--- config.mk ---
export PLATFORM = sky130hd
export DESIGN_NAME = uart_cmd_parser_flat
export DESIGN_NICKNAME = d
export VERILOG_FILES = /design/src/rtl/uart_cmd_parser_if.sv /design/src/rtl/uart_cmd_parser.sv /design/src/flat_wrapper.sv
export SDC_FILE = /design/constraint.sdc
export NUM_CORES = 1
export LEC_CHECK = 0
export ABC_AREA = 1
export CORE_MARGIN = 1
export CORE_UTILIZATION = 52
export CTS_CLUSTER_DIAMETER = 40
export DETAILED_ROUTE_END_ITERATION = 16
export PLACE_DENSITY = 0.88
export SYNTH_ARGS = -nofsm -noshare
export SYNTH_HDL_FRONTEND = slang
export SYNTH_SLANG_ARGS = --single-unit
--- constraint.sdc ---
create_clock -name clk12m -period 2.2 [get_ports clk12m]
set_clock_uncertainty 0.15 [all_clocks]
set_input_delay 0.33 -clock clk12m [delete_from_list [all_inputs] [get_ports clk12m]]
set_output_delay 0.33 -clock clk12m [all_outputs]
set_load 0.05 [all_outputs]
--- src/rtl/uart_cmd_parser_if.sv ---
// Byte-stream bundle between the UART and the command parser.
// The receive side is driven by the UART; the transmit side echoes bytes back.
interface uart_cmd_parser_if;
  logic [7:0] rx_data;
  logic       rx_data_rdy;
  logic [7:0] tx_data;
  logic       tx_data_rdy;

  modport master (
    output rx_data, rx_data_rdy,
    input  tx_data, tx_data_rdy
  );

  modport slave (
    input  rx_data, rx_data_rdy,
    output tx_data, tx_data_rdy
  );
endinterface

--- src/rtl/uart_cmd_parser.sv ---
// Decodes l/a time/alarm load commands and the @ alarm toggle from a UART byte stream,
// range-checks the four BCD digits, and echoes every received byte one cycle later.
module uart_cmd_parser #(
  parameter logic [7:0] CR = 8'h0D
) (
  input  logic                      clk12m,
  input  logic                      rst_n,
  uart_cmd_parser_if.slave          bus,
  output logic                      ld_time,
  output logic                      ld_alarm,
  output logic [3:0]                ld_mtens,
  output logic [3:0]                ld_mones,
  output logic [3:0]                ld_stens,
  output logic [3:0]                ld_sones,
  output logic                      alarm_en,
  output logic                      cmd_err,
  output logic                      busy
);

  typedef enum logic [1:0] {IDLE, COLLECT, WAIT_CR} state_t;

  state_t     r_state, w_state_nxt;
  logic       r_kind, w_kind_nxt;
  logic [2:0] r_cnt, w_cnt_nxt;
  logic [3:0] r_stage [4];
  logic [3:0] w_stage_nxt [4];
  logic [3:0] r_ld [4];
  logic [3:0] w_ld_nxt [4];
  logic       r_ld_time, w_ld_time_nxt;
  logic       r_ld_alarm, w_ld_alarm_nxt;
  logic       r_cmd_err, w_cmd_err_nxt;
  logic       r_alarm_en, w_alarm_en_nxt;
  logic       r_busy;
  logic [7:0] r_tx_data;
  logic       r_tx_data_rdy;

  logic       w_is_l, w_is_a, w_is_letter, w_is_digit;

  assign w_is_l      = (bus.rx_data == 8'h6C) || (bus.rx_data == 8'h4C);
  assign w_is_a      = (bus.rx_data == 8'h61) || (bus.rx_data == 8'h41);
  assign w_is_letter = w_is_l || w_is_a;
  assign w_is_digit  = (bus.rx_data >= 8'h30) && (bus.rx_data <= 8'h39);

  always_comb begin
    w_state_nxt    = r_state;
    w_kind_nxt     = r_kind;
    w_cnt_nxt      = r_cnt;
    w_stage_nxt    = r_stage;
    w_ld_nxt       = r_ld;
    w_ld_time_nxt  = 1'b0;
    w_ld_alarm_nxt = 1'b0;
    w_cmd_err_nxt  = 1'b0;
    w_alarm_en_nxt = r_alarm_en;

    if (bus.rx_data_rdy) begin
      unique case (r_state)
        IDLE: begin
          if (w_is_letter) begin
            w_state_nxt = COLLECT;
            w_kind_nxt  = w_is_a;
            w_cnt_nxt   = '0;
          end else if (bus.rx_data == 8'h40) begin
            w_alarm_en_nxt = ~r_alarm_en;
          end
        end

        COLLECT: begin
          if (w_is_letter) begin
            w_cmd_err_nxt = 1'b1;
            w_state_nxt   = COLLECT;
            w_kind_nxt    = w_is_a;
            w_cnt_nxt     = '0;
            w_stage_nxt   = '{default: '0};
          end else if (w_is_digit) begin
            // ASCII '0'..'9' carry their BCD value in the low nibble
            w_stage_nxt[r_cnt[1:0]] = bus.rx_data[3:0];
            w_cnt_nxt               = r_cnt + 3'd1;
            if (r_cnt == 3'd3)
              w_state_nxt = WAIT_CR;
          end else begin
            w_cmd_err_nxt = 1'b1;
            w_state_nxt   = IDLE;
            w_cnt_nxt     = '0;
          end
        end

        WAIT_CR: begin
          if (bus.rx_data == CR) begin
            if ((r_stage[0] <= 4'd5) && (r_stage[2] <= 4'd5)) begin
              w_ld_nxt       = r_stage;
              w_ld_time_nxt  = ~r_kind;
              w_ld_alarm_nxt = r_kind;
            end else begin
              w_cmd_err_nxt = 1'b1;
            end
            w_state_nxt = IDLE;
            w_cnt_nxt   = '0;
          end else if (w_is_letter) begin
            w_cmd_err_nxt = 1'b1;
            w_state_nxt   = COLLECT;
            w_kind_nxt    = w_is_a;
            w_cnt_nxt     = '0;
            w_stage_nxt   = '{default: '0};
          end else begin
            w_cmd_err_nxt = 1'b1;
            w_state_nxt   = IDLE;
            w_cnt_nxt     = '0;
          end
        end

        default: begin
          w_state_nxt = IDLE;
          w_cnt_nxt   = '0;
        end
      endcase
    end
  end

  always_ff @(posedge clk12m) begin
    if (!rst_n) begin
      r_state       <= IDLE;
      r_kind        <= 1'b0;
      r_cnt         <= '0;
      r_stage       <= '{default: '0};
      r_ld          <= '{default: '0};
      r_ld_time     <= 1'b0;
      r_ld_alarm    <= 1'b0;
      r_cmd_err     <= 1'b0;
      r_alarm_en    <= 1'b0;
      r_busy        <= 1'b0;
      r_tx_data     <= '0;
      r_tx_data_rdy <= 1'b0;
    end else begin
      r_state       <= w_state_nxt;
      r_kind        <= w_kind_nxt;
      r_cnt         <= w_cnt_nxt;
      r_stage       <= w_stage_nxt;
      r_ld          <= w_ld_nxt;
      r_ld_time     <= w_ld_time_nxt;
      r_ld_alarm    <= w_ld_alarm_nxt;
      r_cmd_err     <= w_cmd_err_nxt;
      r_alarm_en    <= w_alarm_en_nxt;
      r_busy        <= (w_state_nxt != IDLE);
      r_tx_data_rdy <= bus.rx_data_rdy;
      if (bus.rx_data_rdy)
        r_tx_data <= bus.rx_data;
    end
  end

  assign ld_time         = r_ld_time;
  assign ld_alarm        = r_ld_alarm;
  assign cmd_err         = r_cmd_err;
  assign alarm_en        = r_alarm_en;
  assign busy            = r_busy;
  assign ld_mtens        = r_ld[0];
  assign ld_mones        = r_ld[1];
  assign ld_stens        = r_ld[2];
  assign ld_sones        = r_ld[3];
  assign bus.tx_data     = r_tx_data;
  assign bus.tx_data_rdy = r_tx_data_rdy;

endmodule

--- src/flat_wrapper.sv ---
// flat-port wrapper written by rule: the top's interface ports become plain ports
module uart_cmd_parser_flat 
#(
  parameter logic [7:0] CR = 8'h0D
)
  (clk12m, rst_n, ld_time, ld_alarm, ld_mtens, ld_mones, ld_stens, ld_sones, alarm_en, cmd_err, busy, bus_rx_data, bus_rx_data_rdy, bus_tx_data, bus_tx_data_rdy);
  uart_cmd_parser_if bus_i ();
  input  logic clk12m;
  input  logic rst_n;
  output logic ld_time;
  output logic ld_alarm;
  output logic [3:0] ld_mtens;
  output logic [3:0] ld_mones;
  output logic [3:0] ld_stens;
  output logic [3:0] ld_sones;
  output logic alarm_en;
  output logic cmd_err;
  output logic busy;
  input wire logic [$bits(bus_i.rx_data)-1:0] bus_rx_data;
  input wire logic [$bits(bus_i.rx_data_rdy)-1:0] bus_rx_data_rdy;
  output wire logic [$bits(bus_i.tx_data)-1:0] bus_tx_data;
  output wire logic [$bits(bus_i.tx_data_rdy)-1:0] bus_tx_data_rdy;
  assign bus_i.rx_data = bus_rx_data;
  assign bus_i.rx_data_rdy = bus_rx_data_rdy;
  assign bus_tx_data = bus_i.tx_data;
  assign bus_tx_data_rdy = bus_i.tx_data_rdy;
  uart_cmd_parser #(.CR(CR)) u_core (.clk12m(clk12m), .rst_n(rst_n), .bus(bus_i), .ld_time(ld_time), .ld_alarm(ld_alarm), .ld_mtens(ld_mtens), .ld_mones(ld_mones), .ld_stens(ld_stens), .ld_sones(ld_sones), .alarm_en(alarm_en), .cmd_err(cmd_err), .busy(busy));
endmodule
==> flow_summary.toml <==
[critical_path]
crit_required_ns = 2.25
ff2ff_path_depth = 8
worstSetupPathType = "in2reg"
reg2reg_to = "u_core.r_stage[1]"
cp_max_fo = 17
arrival_ns = 2.07
cp-start-kind = "input port"
r2r_setup_slack_ns = 0.19
crit_start = "bus_rx_data[7]"
critPathCaptureType = "flip-flop"
timing.rr.start = "u_core.r_state[0]"

[grt]
grt_max_degree = 35
grt-ovfl-total = 0
grt_usage_pct = 23.97
first_global_vias = 2262
grt_pass1_wl_um = 9604
antenna_found_initial = 0

[synthesis]
synth_top_family_by_area = "simple AND/OR/NAND/NOR gates"
yosysSeqAreaShare_pct = 43.11
yosysWarnings = 0
synth_area_mm2 = 0.002415
synth-xor-area-share_pct = 0
synthAdderAreaFrac_pct = 4.663
synth_compound_area_share_pct = 12.23
synthCells = 324
muxShareOfSynthArea_pct = 0
avgSynthCellArea_um2 = 7.453
yosys.area_share.simple_pct = 31.24
synth.distinct_cells = 26
syn_nets = 344
yosys_register_bits = 52

[detailed_routing]
routed_wl_um = 5500
route.detailed.drc = 0
ant_nets = 0
wl_per_cell_um = 13.03
first_iter_violations = 234
first_pass_iters = 4
vias_per_cell = 5.623
routed-via-count = 2373

[pwr]
power_density_mw_per_mm2 = 558.3
worst_ir_drop_vdd_v = 0.0002940
power_w = 0.001669
p_leak_nw = 1.186

[die]
start_util_pct = 54.71
die-area_mm2 = 0.004920
die_h_um = 70.15
io_pins = 41
die_x_um = 70.15
core-area_mm2 = 0.004414
rows = 24

[sta]
fin_crit_sh_pct = 91.99
fmax_ghz = 0.4941
max_slew.worst_pin.slew_ns = 0.5017
hold_viol = 0
rsz0062_at_grt = "no"
drv_slew = 0
relSlewSlack_pct = 66.45
worst_slack_ns = 0.1762
min_period_ns = 2.024
setup_viol = 0
hold_ws_ns = 0.3047

[layout]
drive_gt1_share_pct = 8.108
synthToLayoutAreaGrowth_pct = 23.78
nNetsFinal = 389
mostFrequentLayoutCell = "nand2_1"
fin_area_mm2 = 0.002989
fill_cells = 367
layout_common_cells = "78 x nand2_1, 52 x dfxtp_1, 40 x a21oi_1, 40 x clkdlybuf4s50_1"
diodes = 0

[clock_network]
clockBufferDepth = 2
clk_pin_slew_worst_paths_ns = 0.08
htreeDepth = 2
cts_tree = "yes"
insertion_delay_ns = 0.30
numCtsBuffers = 5
clock_sinks = 52
cts_setup_buffers = 0
ctsRootBufferMaster = "clkbuf_8"

[placed_design]
gp_congestion = 0.9940
port_buffers = 40
hpwlAfterDp_um = 3920
pre_cts_ws_ns = -0.07715
place_area_mm2 = 0.002887

[run_status]
outcome = "finished clean"

[hold_path]
timing.hold.worst.start = "u_core.ld_mtens[3]"
hold_path_depth = 2
whs_endpoint = "u_core.ld_mtens[3]"
hp-class = "reg2reg"

[run]
drv_cap = 0
## flip-flops by register name, summed over array words and instances, names as in the netlist
register,cells
u_core.ld_stens,4
u_core.cmd_err,1
u_core.busy,1
u_core.alarm_en,1
u_core.r_cnt,3
u_core.r_stage,16
u_core.bus.tx_data,8
u_core.ld_mtens,4
u_core.r_kind,1
u_core.ld_sones,4
u_core.r_state,2
u_core.bus.tx_data_rdy,1
u_core.ld_mones,4
u_core.ld_time,1
u_core.ld_alarm,1
## per-stage QoR
| step | TNS (ns) | util (%) | cells |
|---|---|---|---|
| after floorplan | 0 | - | 324 |
| after global placement | 0 | 65.39 | 414 |
| after detailed placement | -0.3492 | 65.39 | 414 |
| after CTS | 0 | 67.52 | 422 |
| after global routing | 0 | 67.72 | 422 |
| final | 0 | 67.72 | 422 |
## power breakdown
group	switching (W)	leakage [nW]	internal (W)	total (W)
Clock	0.000298	0.0445	0.000256	0.000554
Sequential	0.00000508	0.421	0.000952	0.000957
Combinational	0.000104	0.720	0.0000543	0.000158
Total	0.000407	1.19	0.00126	0.00167
## worst max path at each step
stage	end	slack [ns]
3_5_place_dp	u_core.r_stage[1]	-0.08
6_report	u_core.r_stage[1]	0.18
3_3_place_gp	u_core.r_stage[1]	0.009
5_1_grt	u_core.r_stage[4]	0.03
4_1_cts	u_core.r_stage[4]	0.18
2_1_floorplan	u_core.r_stage[7]	0.46
## per-layer routing
layer | GRT usage [%] | wire (µm) | part of all wire (%) | vias to the layer above
li1 | - | - | - | 1163
met1 | 30.78 | 2356 | 43 | 1111
met2 | 39.74 | 2739 | 50 | 89
met3 | 3.463 | 320 | 5.8 | 10
met4 | 10.89 | 84 | 1.5 | 0
met5 | 0 | 0 | 0 | -
## cells in the mapped netlist (all sizes together)
| cell | n | share of area (%) |
|---|---|---|
| a21oi | 40 | 8.3 |
| a221oi | 2 | 1.5 |
| buf | 4 | 1.2 |
| clkbuf | 8 | 1.7 |
| clkinv | 4 | 0.62 |
| dfxtp | 52 | 43 |
| ha | 9 | 4.7 |
| inv | 34 | 5.3 |
| nand2 | 83 | 14 |
| nand3 | 13 | 3.4 |
| nand4 | 32 | 8.3 |
| nor2 | 23 | 3.7 |
| nor3 | 6 | 1.2 |
| nor3b | 1 | 0.52 |
| o21ai | 12 | 2.5 |
| or2 | 1 | 0.26 |
## layout make-up
class	instances	area (µm²)	share of cell area, %
clock buffer	7	86.33	2.888
tap	52	65.06	2.177
sequential	52	1041	34.83
inverter	38	146.4	4.897
clock inverter	1	7.507	0.2512
multi-input combinational	222	1167	39.05
timing repair buffer	50	475.5	15.91
## worst max-delay path: stages
cell	delay [ns]
clkdlybuf4s50_1	0.43
inv_1	0.10
nand2_1	0.09
nor2_2	0.19
nand2_2	0.16
nand2_4	0.12
inv_2	0.06
nand2_4	0.16
nand3_2	0.15
o21ai_0	0.22
nor2_1	0.06
## kinds of logic after synthesis
logic type               count (synthesis)
flip-flops                              52
buffers and inverters                   50
AO/OA/AOI/OAI                           54
AND/OR/NAND/NOR                        159
adder cells (fa/ha/maj)                  9
## timing repair
| action | CTS | global route |
|---|---|---|
| hold buffers | 0 | 0 |
| endpoints found under the setup margin | 0 | 6 |
| resized for setup | 0 | 2 |
(Power assumes the default switching activity.)
